File: config.mk
export PLATFORM = sky130hd
export DESIGN_NAME = action_decoder
export DESIGN_NICKNAME = d
export VERILOG_FILES = /design/src/rtl/action_decoder.sv
export SDC_FILE = /design/constraint.sdc
export NUM_CORES = 1
export LEC_CHECK = 0
export BUFFER_PORTS_ARGS = -buffer_cell sky130_fd_sc_hd__buf_4
export CAP_MARGIN = 20
export CELL_PAD_IN_SITES_DETAIL_PLACEMENT = 0
export CELL_PAD_IN_SITES_GLOBAL_PLACEMENT = 1
export CORE_MARGIN = 4
export CORE_UTILIZATION = 42
export CTS_BUF_LIST = sky130_fd_sc_hd__clkbuf_4 sky130_fd_sc_hd__clkbuf_8 sky130_fd_sc_hd__clkbuf_16
export DETAILED_ROUTE_END_ITERATION = 8
export PLACE_DENSITY_LB_ADDON = 0.1
export SKIP_CTS_REPAIR_TIMING = 1
export SKIP_LAST_GASP = 1
export SLEW_MARGIN = 20
export SYNTH_ARGS = -nofsm -noshare
export SYNTH_HDL_FRONTEND = slang
export SYNTH_SLANG_ARGS = --single-unit
File: constraint.sdc
create_clock -name Clk -period 2.4 [get_ports Clk]
set_input_delay 0.24 -clock Clk [delete_from_list [all_inputs] [get_ports Clk]]
set_output_delay 0.24 -clock Clk [all_outputs]
set_load 0.05 [all_outputs]
File: src/rtl/action_decoder.sv
// action_decoder: converts the raw USB keycode into frame-synchronous
// move / jump / attack commands. Outputs update once per frame, on the
// cycle after a falling edge of the raw VGA vertical sync is seen, and
// hold for the rest of the frame.
// Optional feature macro: ACTION_DECODER_DASH_EN adds a dash action
// (KEY_DASH, DASH_COOLDOWN, dash_start) that works like attack.
module action_decoder #(
  parameter logic [7:0] KEY_LEFT        = 8'h04,
  parameter logic [7:0] KEY_RIGHT       = 8'h07,
  parameter logic [7:0] KEY_JUMP        = 8'h1A,
  parameter logic [7:0] KEY_ATTACK      = 8'h0D,
  parameter int         JUMP_MAX_FRAMES = 12,
`ifdef ACTION_DECODER_DASH_EN
  parameter logic [7:0] KEY_DASH        = 8'h0E,
  parameter int         DASH_COOLDOWN   = 30,
`endif
  parameter int         ATTACK_COOLDOWN = 20
) (
  input  logic       Clk,
  input  logic       Reset,
  input  logic [7:0] keycode,
  input  logic       vs,
  output logic       frame_tick,
  output logic [1:0] move_dir,
  output logic       jump_start,
  output logic       jump_active,
`ifdef ACTION_DECODER_DASH_EN
  output logic       dash_start,
`endif
  output logic       attack_start,
  output logic       attack_ready
);

  localparam int JCNT_W = $clog2(JUMP_MAX_FRAMES + 1);
  localparam int ACD_W  = $clog2(ATTACK_COOLDOWN + 1);
  localparam logic [JCNT_W-1:0] JMAX  = JCNT_W'(JUMP_MAX_FRAMES);
  localparam logic [JCNT_W-1:0] JONE  = JCNT_W'(1);
  localparam logic [ACD_W-1:0]  ACD   = ACD_W'(ATTACK_COOLDOWN);
  localparam logic [ACD_W-1:0]  A_ONE = ACD_W'(1);
`ifdef ACTION_DECODER_DASH_EN
  localparam int DCD_W = $clog2(DASH_COOLDOWN + 1);
  localparam logic [DCD_W-1:0]  DCD   = DCD_W'(DASH_COOLDOWN);
  localparam logic [DCD_W-1:0]  D_ONE = DCD_W'(1);
`endif

  typedef enum logic [1:0] {J_IDLE, J_RISE, J_LOCK} jstate_t;

  // vs history and sampled keycode
  logic       vs_q0, vs_q1;
  logic [7:0] key_q;
  logic       fall;

  // action state and registered outputs
  jstate_t           jstate_q, jstate_d;
  logic [JCNT_W-1:0] jcnt_q, jcnt_d;
  logic [ACD_W-1:0]  atk_cd_q, atk_cd_d;
  logic              prev_atk_q, prev_atk_d;
  logic              frame_tick_q, frame_tick_d;
  logic [1:0]        move_dir_q, move_dir_d;
  logic              jump_start_q, jump_start_d;
  logic              jump_active_q, jump_active_d;
  logic              attack_start_q, attack_start_d;
  logic              attack_ready_q, attack_ready_d;
`ifdef ACTION_DECODER_DASH_EN
  logic [DCD_W-1:0]  dash_cd_q, dash_cd_d;
  logic              prev_dash_q, prev_dash_d;
  logic              dash_start_q, dash_start_d;
  logic              is_dash, dash_hit;
`endif

  logic is_left, is_right, is_jump, is_atk, atk_hit;

  assign fall     = vs_q1 & ~vs_q0;
  assign is_left  = (key_q == KEY_LEFT);
  assign is_right = (key_q == KEY_RIGHT);
  assign is_jump  = (key_q == KEY_JUMP);
  assign is_atk   = (key_q == KEY_ATTACK);
  assign atk_hit  = is_atk & ~prev_atk_q;
`ifdef ACTION_DECODER_DASH_EN
  assign is_dash  = (key_q == KEY_DASH);
  assign dash_hit = is_dash & ~prev_dash_q;
`endif

  // Next-state for all frame-synchronous state; everything holds between ticks
  always_comb begin
    frame_tick_d   = fall;
    move_dir_d     = move_dir_q;
    jstate_d       = jstate_q;
    jcnt_d         = jcnt_q;
    jump_start_d   = jump_start_q;
    jump_active_d  = jump_active_q;
    atk_cd_d       = atk_cd_q;
    prev_atk_d     = prev_atk_q;
    attack_start_d = attack_start_q;
    attack_ready_d = attack_ready_q;
`ifdef ACTION_DECODER_DASH_EN
    dash_cd_d      = dash_cd_q;
    prev_dash_d    = prev_dash_q;
    dash_start_d   = dash_start_q;
`endif
    if (fall) begin
      if (is_left)       move_dir_d = 2'b01;
      else if (is_right) move_dir_d = 2'b10;
      else               move_dir_d = 2'b00;

      jump_start_d  = 1'b0;
      jump_active_d = 1'b0;
      case (jstate_q)
        J_IDLE: begin
          if (is_jump) begin
            jump_start_d  = 1'b1;
            jump_active_d = 1'b1;
            jcnt_d        = JONE;
            jstate_d      = J_RISE;
          end
        end
        J_RISE: begin
          if (is_jump && (jcnt_q < JMAX)) begin
            jcnt_d        = jcnt_q + JONE;
            jump_active_d = 1'b1;
          end else if (is_jump) begin
            jstate_d = J_LOCK;
          end else begin
            jcnt_d   = '0;
            jstate_d = J_IDLE;
          end
        end
        J_LOCK: begin
          // a held key must be released before another jump can start
          if (!is_jump) begin
            jcnt_d   = '0;
            jstate_d = J_IDLE;
          end
        end
        default: begin
          jcnt_d   = '0;
          jstate_d = J_IDLE;
        end
      endcase

      // presses during cooldown are dropped, never queued
      prev_atk_d = is_atk;
      if (atk_hit && (atk_cd_q == '0)) begin
        attack_start_d = 1'b1;
        atk_cd_d       = ACD;
      end else begin
        attack_start_d = 1'b0;
        if (atk_cd_q != '0) atk_cd_d = atk_cd_q - A_ONE;
      end
      attack_ready_d = (atk_cd_d == '0);

`ifdef ACTION_DECODER_DASH_EN
      prev_dash_d = is_dash;
      if (dash_hit && (dash_cd_q == '0)) begin
        dash_start_d = 1'b1;
        dash_cd_d    = DCD;
      end else begin
        dash_start_d = 1'b0;
        if (dash_cd_q != '0) dash_cd_d = dash_cd_q - D_ONE;
      end
`endif
    end
  end

  // State registers; vs history resets high so release cannot look like a fall
  always_ff @(posedge Clk) begin
    if (Reset) begin
      vs_q0          <= 1'b1;
      vs_q1          <= 1'b1;
      key_q          <= 8'h00;
      frame_tick_q   <= 1'b0;
      move_dir_q     <= 2'b00;
      jstate_q       <= J_IDLE;
      jcnt_q         <= '0;
      jump_start_q   <= 1'b0;
      jump_active_q  <= 1'b0;
      atk_cd_q       <= '0;
      prev_atk_q     <= 1'b0;
      attack_start_q <= 1'b0;
      attack_ready_q <= 1'b1;
`ifdef ACTION_DECODER_DASH_EN
      dash_cd_q      <= '0;
      prev_dash_q    <= 1'b0;
      dash_start_q   <= 1'b0;
`endif
    end else begin
      vs_q0          <= vs;
      vs_q1          <= vs_q0;
      key_q          <= keycode;
      frame_tick_q   <= frame_tick_d;
      move_dir_q     <= move_dir_d;
      jstate_q       <= jstate_d;
      jcnt_q         <= jcnt_d;
      jump_start_q   <= jump_start_d;
      jump_active_q  <= jump_active_d;
      atk_cd_q       <= atk_cd_d;
      prev_atk_q     <= prev_atk_d;
      attack_start_q <= attack_start_d;
      attack_ready_q <= attack_ready_d;
`ifdef ACTION_DECODER_DASH_EN
      dash_cd_q      <= dash_cd_d;
      prev_dash_q    <= prev_dash_d;
      dash_start_q   <= dash_start_d;
`endif
    end
  end

  assign frame_tick   = frame_tick_q;
  assign move_dir     = move_dir_q;
  assign jump_start   = jump_start_q;
  assign jump_active  = jump_active_q;
  assign attack_start = attack_start_q;
  assign attack_ready = attack_ready_q;
`ifdef ACTION_DECODER_DASH_EN
  assign dash_start   = dash_start_q;
`endif

endmodule

* After elaboration in Yosys (flattened, before gate mapping)
Index checks and enable logic that the tools add are counted.
Word-level totals: flip-flop bits (word level) 29, input bits 11, output and inout port bits 7
Cells by class: reduce and logical (&&, ||, !) cells 8, bitwise gates (word level) 4, eq/ne operators 9, mux-type cells 19, magnitude comparators 1, add/sub/neg operators 2
Operators with widths (count):
- == test 8 x 3 -> 1 bit (second input constant) | 2
- two-way mux 5 bit | 3
- two-way mux 2 bit | 6
- two-way mux 4 bit | 3
- one-hot mux 4 bit (3 select lines) | 1
- zero test 5 bit | 2
- == test 8 x 4 -> 1 bit (second input constant) | 1
- == test 8 x 5 -> 1 bit (second input constant) | 1
- != test 2 bit (second input constant) | 3
- one-hot mux 2 bit (3 select lines) | 1
- nonzero test 5 bit | 1
- subtractor 5 x 1 -> 5 bit (second input constant) | 1
- adder 4 x 1 -> 4 bit (second input constant) | 1
- < comparator 4 bit (second input constant) | 1
- two-way mux 1 bit | 4
- AND reduction 4 bit | 1
- bitwise AND 1 bit | 2
- == test 2 x 1 -> 1 bit (second input constant) | 1
- == test 2 bit (second input constant) | 1
- logical AND 1 bit | 2
- zero test 2 bit | 1
- inverter 1 bit | 2
- one-hot mux 1 bit (2 select lines) | 1
- AND reduction 2 bit | 1

* Longest topological paths before layout
Gate-level depths: netlist (run 1).
depth after elaboration 6, mapped depth 6

* Worst setup path after synthesis (run 1)
OpenSTA, ideal clock, no wires.
path type register to register, start point reg atk_cd_q[0], end point reg attack_ready_q, in the netlist attack_ready, arrival 1.656 ns, cell stages (with the launch flop) 7, data required time 2.285 ns, buffers on the path 0, slack 0.628 ns, clock period less this slack 1.772 ns, cell sequence dfxtp_1 > inv_1 > ha_1 > or4b_4 > nor4_4 > o21bai_1 > a31o_1
On the way: word-level cells in the longest chain between the ends 5, elaborated cells on any way between the ends 8
Ends and longest elaborated chain:
- start, declared | RTL line 56 | logic [ACD_W-1:0] atk_cd_q, atk_cd_d;
- start signal, assigned | RTL line 196 | atk_cd_q <= atk_cd_d;
- subtractor 5 x 1 -> 5 bit (tied with other cells) | RTL line 148 | if (atk_cd_q != '0) atk_cd_d = atk_cd_q - A_ONE;
- two-way mux 5 bit / logical AND 1 bit (equally long branches) | RTL line 148, 143
- two-way mux 5 bit * | RTL line 143 | if (atk_hit && (atk_cd_q == '0)) begin
- two-way mux 5 bit * | RTL line 101 | if (fall) begin
- zero test 5 bit * | RTL line 150 | attack_ready_d = (atk_cd_d == '0);
- end signal, assigned | RTL line 199 | attack_ready_q <= attack_ready_d;
- end, declared | RTL line 63 | logic attack_ready_q, attack_ready_d;
Every way passes the cells marked *; elsewhere a longest branch is shown, timed or not. The select of a mux whose other input is x is not followed. A chain may end at the register's enable or synchronous reset.

* Final worst setup path (run 1)
start point reg atk_cd_q[0], end point reg atk_cd_q[0]
On the way: word-level cells in the longest chain between the ends 4, elaborated cells on any way between the ends 7
Ends and longest elaborated chain (RTL line):
- subtractor 5 x 1 -> 5 bit (tied with other cells) | 148
- two-way mux 5 bit / logical AND 1 bit (equally long branches) | 148, 143
- two-way mux 5 bit * | 143
- two-way mux 5 bit * | 101
Marked as above.

==> results of run 1 <==
## layout make-up
| type | count | area (sq um) |
|---|---|---|
| fillers | 332 | 1514 |
| clock buffers | 5 | 37.54 |
| flip-flops and latches | 29 | 580.6 |
| multi-input cells | 114 | 757.0 |
| clock inverters | 1 | 5.005 |
| inverters | 5 | 18.77 |
| repair buffers | 18 | 135.1 |
| well taps | 44 | 55.05 |
## routing by layer
| metal | vias up | global-route usage | share of wire |
|---|---|---|---|
| li1 | 597 | - | - |
| met1 | 538 | 0.1901 | 0.46 |
| met4 | 0 | 0.09326 | 0.019 |
| met5 | - | 0 | 0 |
| met3 | 6 | 0.04274 | 0.047 |
| met2 | 20 | 0.2516 | 0.47 |
## through the flow
stage               instance area (sq um)  hold WS (ps)  cells
finish                               1589         86.50    216
global route                         1589         92.86    216
CTS                                  1589         79.27    216
detailed placement                   1546         432.8    210
global placement                     1546         425.5    210
floorplan                            1383         343.8    155
## synth_stat cells (all sizes together), types with 3 or more instances
master,count
or4,4
nor2,13
nor4,3
or4b,4
a21o,4
o21ai,5
clkbuf,7
nor4b,3
a21oi,12
inv,5
nor3,6
o31ai,4
dfxtp,29
nand2b,4
nand2,13
nor2b,9
## worst paths after layout
kind	endpoint	slack, ps
worst min register to register	move_dir[0]	460
worst min-delay path	vs_q0	90
worst max register to register	atk_cd_q[0]	470
worst max-delay path	atk_cd_q[0]	470
## layout by cell type (no fill, tap or decap), types with 2 or more instances in the layout
cell type	count
or4b_4	2
o31ai_1	3
ha_1	2
or4_1	4
inv_1	5
a21oi_1	12
and3b_1	2
nand3b_1	2
nor2_1	13
dfxtp_1	29
nand4b_1	2
nand2b_1	4
nor3_1	6
o21a_1	2
a22oi_1	2
a31oi_1	2
clkbuf_4	5
buf_4	18
nor4b_1	3
nand2_1	13
a21o_1	4
nor2b_1	9
or2_2	2
o21ai_0	5
## sequential cells by signal, summed over array words and instances, names as in the netlist, 2 cells and up
| register | count |
|---|---|
| jstate_q | 2 |
| jcnt_q | 4 |
| key_q | 8 |
| move_dir | 2 |
| atk_cd_q | 5 |
## logic make-up after synthesis
kind of cell | Yosys count
and+or+nand+nor | 71
AOI/OAI and AO/OA | 39
DFF | 29
buffers and inverters | 12
adders and majority gates | 2
xor gates and xnor gates | 1
muxes | 1
## power breakdown
part	switching [mW]	total [mW]	internal (mW)
Combinational	0.0401	0.0737	0.0337
Clock	0.159	0.260	0.101
Sequential	0.0105	0.503	0.492
## critical path, cell delays in order, from the launching register on
cell and delay [ps]:
dfxtp_1 360, inv_1 90, ha_1 230, or4b_4 520, nor4_4 330, o21a_1 190
o31ai_1 80
==> results.py, run 1 <==
metrics = {
    "worst_setup_path": {
        "r2r_start": "atk_cd_q[0]",
        "critical_path_class": "reg2reg",
        "required_ps": 2610,
        "end_kind": "register",
        "crit_path_max_fanout": 6,
        "worstPathArrival_ps": 2130,
        "startpoint_type": "register",
        "crit_path_start": "atk_cd_q[0]",
        "rr_worst_depth": 6,
    },
    "synth": {
        "synth.mux.area_fraction": 0.007240,
        "syn_nets": 168,
        "synth_top_family_by_area": "simple AND/OR/NAND/NOR gates",
        "synth_fa_ha_area_frac": 0.01810,
        "synthSimpleGateAreaFrac": 0.3267,
        "ys_warn_count": 0,
        "synthCells": 155,
        "ys_seq_elements": 29,
        "synth_xor_area_frac": 0.006335,
        "synth-compound-area-share": 0.1891,
        "syn-cell-area_sq_um": 1383,
        "synth.distinct_cells": 43,
        "synth_top_flop_cell": "dfxtp_1",
        "async_reset_ff_frac": 0,
        "synth_top_area_cell": "dfxtp_1",
        "ys_top_cells_by_area": "dfxtp_1 (42%), a21oi_1 (4.3%), nor2b_1 (4.1%)",
        "synth_edf_count": 0,
        "ys_seq_area_frac": 0.4199,
        "avgSynthCellArea_sq_um": 8.920,
        "synth_top_area_frac": 0.4199,
    },
    "timing": {
        "maxSlewViolCount": 0,
        "period_needed_ps": 1928,
        "finalHoldViolations": 0,
        "grt_setup_unrepaired": "no",
        "fin_skew_ps": 9.616,
        "finalSetupTns_ps": 0,
        "fin_ws_ps": 472.2,
        "relSlewSlack": 0.5484,
        "fmax_ghz": 0.5187,
        "timing.final.crit_share": 0.8032,
        "worstMarginPinSlew_ps": 668.0,
        "finalSetupViolations": 0,
    },
    "finish": {
        "finish.utilization": 0.5121,
        "num_antenna_cells": 0,
        "area_growth_pct": 14.93,
        "layout.nets": 186,
        "drive_gt1_frac": 0.1977,
    },
    "min_path": {
        "hold_depth": 2,
        "hold_class": "in2reg",
        "hold_start": "vs",
    },
    "clocking": {
        "cts_buffers": 5,
        "htreeDepth": 2,
        "clock_latency_ps": 330,
        "cts-root-buf": "clkbuf_4",
        "cts_buffer_depth": 2,
        "cts_sinks": 29,
        "cts_tree": "done",
        "clk_pin_slew_worst_paths_ps": 90,
    },
    "placement": {
        "port_buffers": 17,
        "dp_hpwl_um": 2100,
        "dp_slack_ps": 475.9,
        "globalplace.congestion": 0.7610,
    },
    "detailed_routing": {
        "via_per_inst": 5.375,
        "drt_iter0_markers": 68,
        "routed_wl_um": 2909,
        "vias": 1161,
        "drc": 0,
        "ant_nets": 0,
        "wl_per_cell_um": 13.47,
        "drt_pass1_iterations": 4,
    },
    "power_and_ir_drop": {
        "peakVddDrop_uv": 270.5,
        "power_density_nw_per_um2": 526.7,
        "power_mw": 0.8369,
        "leakage_nw": 0.5949,
    },
    "global_routing": {
        "antenna_found_initial": 0,
        "overflow": 0,
        "grt_pass1_vias": 1148,
        "grt_pass1_wl_um": 5175,
        "grt_max_degree": 33,
        "grt_usage": 0.1582,
    },
    "die": {
        "coreArea_sq_um": 3103,
        "rows": 20,
        "dieWidth_um": 65.38,
        "io_pins": 18,
        "die_area_sq_um": 4274,
        "start_util": 0.4456,
        "dieHeight_um": 65.38,
    },
    "run_status": {
        "status": "complete, no violations",
    },
    "job": {
        "max_cap_violations": 0,
    },
}
No activity file was read; power rests on OpenSTA's default activity.
==> run 2, diff against run 1 <==
==> constraint.sdc (replaced) <==
create_clock -name Clk -period 2 [get_ports Clk]
set_input_delay 0.2 -clock Clk [delete_from_list [all_inputs] [get_ports Clk]]
set_output_delay 0.2 -clock Clk [all_outputs]
set_load 0.05 [all_outputs]
==> results.py, run 2 (synthesis gave the netlist of run 1 again) <==
metrics = {
    "timing": {
        "finalHoldViolations": 0,
        "maxSlewViolCount": 0,
        "fmax_ghz": 0.5572,
        "finalSetupTns_ps": 0,
        "relSlewSlack": 0.7072,
        "worstMarginPinSlew_ps": 433.1,
        "grt_setup_unrepaired": "no",
        "timing.final.crit_share": 0.8974,
        "fin_skew_ps": 16.02,
        "fin_ws_ps": 205.2,
        "period_needed_ps": 1795,
        "finalSetupViolations": 0,
    },
    "finish": {
        "area_growth_pct": 16.65,
        "seq_area_sq_um": 580.6,
        "regMostFlops": "key_q",
        "top_regs": "key_q (8), atk_cd_q (5), jcnt_q (4)",
        "fin_cells": 218,
        "final_cell_mix": "dfxtp_1 (29), buf_4 (19), nand2_1 (13), nor2_1 (13), a21oi_1 (12)",
        "layout.nets": 187,
        "final_common_cell": "dfxtp_1",
        "drive_gt1_frac": 0.2069,
        "num_antenna_cells": 0,
        "largest_reg_flops": 8,
        "multi_input_area_sq_um": 757.0,
        "n_fill_cell": 314,
    },
    "die": {
        "coreArea_sq_um": 3103,
        "dieWidth_um": 65.38,
        "rows": 20,
        "die_area_sq_um": 4274,
        "start_util": 0.4456,
        "io_pins": 18,
        "dieHeight_um": 65.38,
    },
    "power_and_ir_drop": {
        "power_density_nw_per_um2": 659.9,
        "leakage_nw": 0.6081,
        "peakVddDrop_uv": 432.6,
    },
    "global_routing": {
        "antenna_found_initial": 0,
        "grt_usage": 0.1532,
        "grt_pass1_wl_um": 5092,
        "overflow": 0,
        "grt_max_degree": 33,
        "grt_pass1_vias": 1147,
    },
    "detailed_routing": {
        "via_per_inst": 5.463,
        "wl_per_cell_um": 13.16,
        "drt_iter0_markers": 45,
        "routed_wl_um": 2868,
        "drt_pass1_iterations": 4,
        "vias": 1191,
        "ant_nets": 0,
        "drc": 0,
    },
    "worst_setup_path": {
        "critical_path_class": "reg2reg",
        "startpoint_type": "register",
        "crit_path_top_delay_cell": "or4b_4",
        "required_ps": 2210,
        "worstPathArrival_ps": 2000,
        "end_kind": "register",
        "crit_path_max_fanout": 6,
        "cp_cell_sequence": "inv_1 -> ha_1 -> or4b_4 -> nor4_4 -> o21a_1 -> o31ai_1",
        "slowest_delay_ps": 520,
    },
    "run_status": {
        "status": "complete, no violations",
    },
    "job": {
        "max_cap_violations": 0,
    },
    "clocking": {
        "clk_pin_slew_worst_paths_ps": 80,
        "cts-root-buf": "clkbuf_4",
        "cts_buffers": 5,
        "cts_sinks": 29,
        "clock_latency_ps": 330,
        "cts_tree": "done",
        "htreeDepth": 2,
        "cts_buffer_depth": 2,
    },
    "placement": {
        "dp.cells": 211,
        "dp_hpwl_um": 2052,
        "globalplace.congestion": 0.7591,
        "port_buffers": 17,
        "dp_slack_ps": 109.1,
    },
    "min_path": {
        "hold_class": "in2reg",
    },
}
-- run 2: cell types whose count changed in the layout (fill, tap and decap cells not counted) --
cell,previous run,this run
clkinv_2,1,0
clkbuf_4,5,6
clkbuf_8,0,1
buf_4,18,19
-- run 2: final timing paths --
path | startpoint | end | slack (ps) | cells past startpoint
setup / recovery | atk_cd_q[0] | atk_cd_q[0] | 210 | 6
hold / removal | vs | vs_q0 | 50 | 2
setup reg to reg | atk_cd_q[0] | atk_cd_q[0] | 210 | 6
hold reg to reg | move_dir[0] | move_dir[0] | 460 | 2
-- run 2: where the power goes --
part	switching (mW)	internal, mW
clock network	0.192	0.179
registers	0.0129	0.591
logic	0.0473	0.0416
-- run 2: area by class of cell --
| cell class | count | area share |
|---|---|---|
| Clock buffer | 7 | 0.03646 |
| Timing Repair Buffer | 19 | 0.08844 |
| Tap cell | 44 | 0.03413 |
| Inverter | 5 | 0.01164 |
| Multi-Input combinational cell | 114 | 0.4694 |
| Sequential cell | 29 | 0.3600 |
-- run 2: routing by layer --
layer / global-route usage / share of wire / vias to the layer above
met5: 0 / 0 / -
met4: 0.05440 / 0.016 / 0
met3: 0.05299 / 0.045 / 6
met2: 0.2440 / 0.47 / 19
met1: 0.1911 / 0.47 / 568
li1: - / - / 598
-- run 2: worst max-delay path: cells and delay by family, from the launching register on --
family                   cells  cell delay (ps)
AO/OA/AOI/OAI                2              270
adder cells (fa/ha/maj)      1              230
buffers and inverters        1               90
flip-flops                   1              360
AND/OR/NAND/NOR              2              740
-- run 2: per-stage QoR --
stage | utilization | hold slack, ps | cell area [sq um] | power, mW
after CTS | 0.5198 | 43.63 | 1613 | 1.074
after global placement | 0.5008 | 385.5 | 1554 | 0.7053
after global routing | 0.5198 | 55.26 | 1613 | 1.108
after floorplan | - | 303.8 | 1383 | 0.6732
after detailed placement | 0.5008 | 391.7 | 1554 | 0.7076
final | 0.5198 | 51.89 | 1613 | 1.064
==> run 3, diff against run 2 <==
--- a/config.mk
+++ b/config.mk
@@ -5,14 +5,16 @@
 export SDC_FILE = /design/constraint.sdc
 export NUM_CORES = 1
 export LEC_CHECK = 0
+export ABC_AREA = 1
 export BUFFER_PORTS_ARGS = -buffer_cell sky130_fd_sc_hd__buf_4
 export CAP_MARGIN = 20
 export CELL_PAD_IN_SITES_DETAIL_PLACEMENT = 0
 export CELL_PAD_IN_SITES_GLOBAL_PLACEMENT = 1
 export CORE_MARGIN = 4
-export CORE_UTILIZATION = 42
+export CORE_UTILIZATION = 40
 export CTS_BUF_LIST = sky130_fd_sc_hd__clkbuf_4 sky130_fd_sc_hd__clkbuf_8 sky130_fd_sc_hd__clkbuf_16
 export DETAILED_ROUTE_END_ITERATION = 8
+export HOLD_SLACK_MARGIN = 0.06
 export PLACE_DENSITY_LB_ADDON = 0.1
 export SKIP_CTS_REPAIR_TIMING = 1
 export SKIP_LAST_GASP = 1
==> results.py, run 3 <==
metrics = {
    "power_and_ir_drop": {
        "power_density_nw_per_um2": 720.5,
        "peakVddDrop_uv": 355.8,
        "leakage_nw": 0.7644,
    },
    "die": {
        "coreArea_sq_um": 3153,
        "dieHeight_um": 66.31,
        "start_util": 0.4313,
        "die_area_sq_um": 4397,
        "rows": 20,
        "dieWidth_um": 66.31,
        "io_pins": 18,
    },
    "synth": {
        "synth_top_area_frac": 0.4269,
        "synth_top_flop_cell": "dfxtp_1",
        "syn-cell-area_sq_um": 1360,
        "synth.distinct_cells": 30,
        "ys_seq_area_frac": 0.4269,
        "ys_top_cells_by_count": "dfxtp_1 (29), inv_1 (29), nor2_1 (28)",
        "synth_edf_count": 0,
        "avgSynthCellArea_sq_um": 7.312,
        "async_reset_ff_frac": 0,
        "syn_nets": 199,
        "ys_top_cells_by_area": "dfxtp_1 (43%), inv_1 (8.0%), nor2_1 (7.7%)",
        "synth_top_area_cell": "dfxtp_1",
        "synthCells": 186,
        "ys_seq_elements": 29,
        "ys_warn_count": 0,
    },
    "global_routing": {
        "grtUsageMet1": 0.1765,
        "grt_usage": 0.1378,
        "grtUsageMet3": 0.05782,
        "top_usage_layer": "met2",
        "met2_usage": 0.1995,
        "grt_pass1_vias": 1075,
        "grt_pass1_wl_um": 4574,
        "overflow": 0,
        "grt_max_degree": 19,
        "antenna_found_initial": 0,
    },
    "finish": {
        "layout.nets": 223,
        "n_fill_cell": 326,
        "fin_area_sq_um": 1608,
        "num_antenna_cells": 0,
        "seq_area_sq_um": 580.6,
        "largest_reg_flops": 8,
        "regMostFlops": "key_q",
        "final_cell_mix": "inv_1 (29), dfxtp_1 (29), nor2_1 (28)",
        "drive_gt1_frac": 0.2133,
        "area_growth_pct": 18.22,
        "multi_input_area_sq_um": 628.1,
        "top_regs": "key_q (8), atk_cd_q (5), jcnt_q (4)",
    },
    "timing": {
        "grt_setup_unrepaired": "no",
        "finalSetupViolations": 0,
        "worstMarginPinSlew_ps": 474.7,
        "period_needed_ps": 1497,
        "finalSetupTns_ps": 0,
        "maxSlewViolCount": 0,
        "fin_skew_ps": 11.65,
        "finalHoldViolations": 0,
        "relSlewSlack": 0.6832,
        "fmax_ghz": 0.6681,
        "timing.final.crit_share": 0.7484,
    },
    "detailed_routing": {
        "drt_pass1_iterations": 4,
        "ant_nets": 0,
        "routed_wl_um": 2629,
        "vias": 1188,
        "drc": 0,
        "drt_iter0_markers": 41,
        "wl_per_cell_um": 10.31,
        "via_per_inst": 4.659,
    },
    "worst_setup_path": {
        "critical_path_class": "reg2reg",
        "required_ps": 2240,
        "crit_path_max_fanout": 18,
        "startpoint_type": "register",
        "end_kind": "register",
        "worstPathArrival_ps": 1740,
    },
    "clocking": {
        "clock_latency_ps": 340,
        "cts_tree": "done",
        "cts_buffer_depth": 2,
        "cts_sinks": 29,
        "cts_buffers": 5,
        "htreeDepth": 2,
        "clk_pin_slew_worst_paths_ps": 100,
        "cts-root-buf": "clkbuf_4",
    },
    "min_path": {
        "hold_class": "in2reg",
    },
    "placement": {
        "globalplace.congestion": 0.8557,
        "dp_hpwl_um": 1935,
        "place_area_sq_um": 1523,
        "port_buffers": 17,
    },
    "run_status": {
        "status": "complete, no violations",
    },
    "job": {
        "max_cap_violations": 0,
    },
}
run 3: changes by cell type after synthesis, sizes merged, moves of 4 or more:
cell    delta
nor2b      -9
o21ai      +7
clkbuf     -6
nor2      +20
or4b       -4
nand3     +11
nor3       -5
or4        -4
nand4      +5
inv       +30
nand2     +15
run 3: cell type report:
| class | count | share of cell area |
|---|---|---|
| flip-flops and latches | 29 | 0.3611 |
| inverters | 35 | 0.08171 |
| clock buffers | 5 | 0.02335 |
| repair buffers | 20 | 0.09805 |
| clock inverters | 3 | 0.01089 |
| multi-input cells | 119 | 0.3907 |
| well taps | 44 | 0.03424 |
run 3: path summary, 6_finish.rpt:
kind	cells past startpoint	slack (ps)	start	end
hold reg to reg	2	430	vs_q0	vs_q1
setup reg to reg	6	500	vs_q0	jump_active
setup / recovery	6	500	vs_q0	jump_active
hold / removal	3	70	keycode[3]	key_q[3]
run 3: power breakdown:
group	switching [mW]	total, mW	internal [mW]
Clock	0.210	0.342	0.132
Sequential	0.0172	0.622	0.605
Combinational	0.120	0.194	0.0740
run 3: kinds of logic after synthesis:
group	count (synthesis)	share of synthesized area
and+or+nand+nor	85	0.2990
buffers and inverters	38	0.1113
AOI/OAI and AO/OA	30	0.1316
DFF	29	0.4269
xor gates and xnor gates	2	0.01288
adders and majority gates	2	0.01840
run 3: through the flow:
stage	hold slack [ps]	utilization	std cells	power (mW)	worst slack, ps
floorplan	284.1	-	186	0.7740	713.1
global placement	387.4	0.4829	244	0.8234	533.7
detailed placement	387.7	0.4829	244	0.8248	502.9
CTS	17.25	0.5004	252	1.173	479.1
global route	63.29	0.5099	255	1.226	278.6
finish	65.50	0.5099	255	1.158	503.1
run 3: critical path, stage by stage (launching register included):
cell     delay [ps]
dfxtp_1         310
inv_1            50
nand2_1         180
inv_1           430
o21ai_0         230
nor2_1          150
nor2_1           50
run 3: metal layers:
layer	routed length (um)	vias up
li1	-	632
met1	1341	528
met2	1087	23
met3	159	5
met4	40	0
met5	0	-
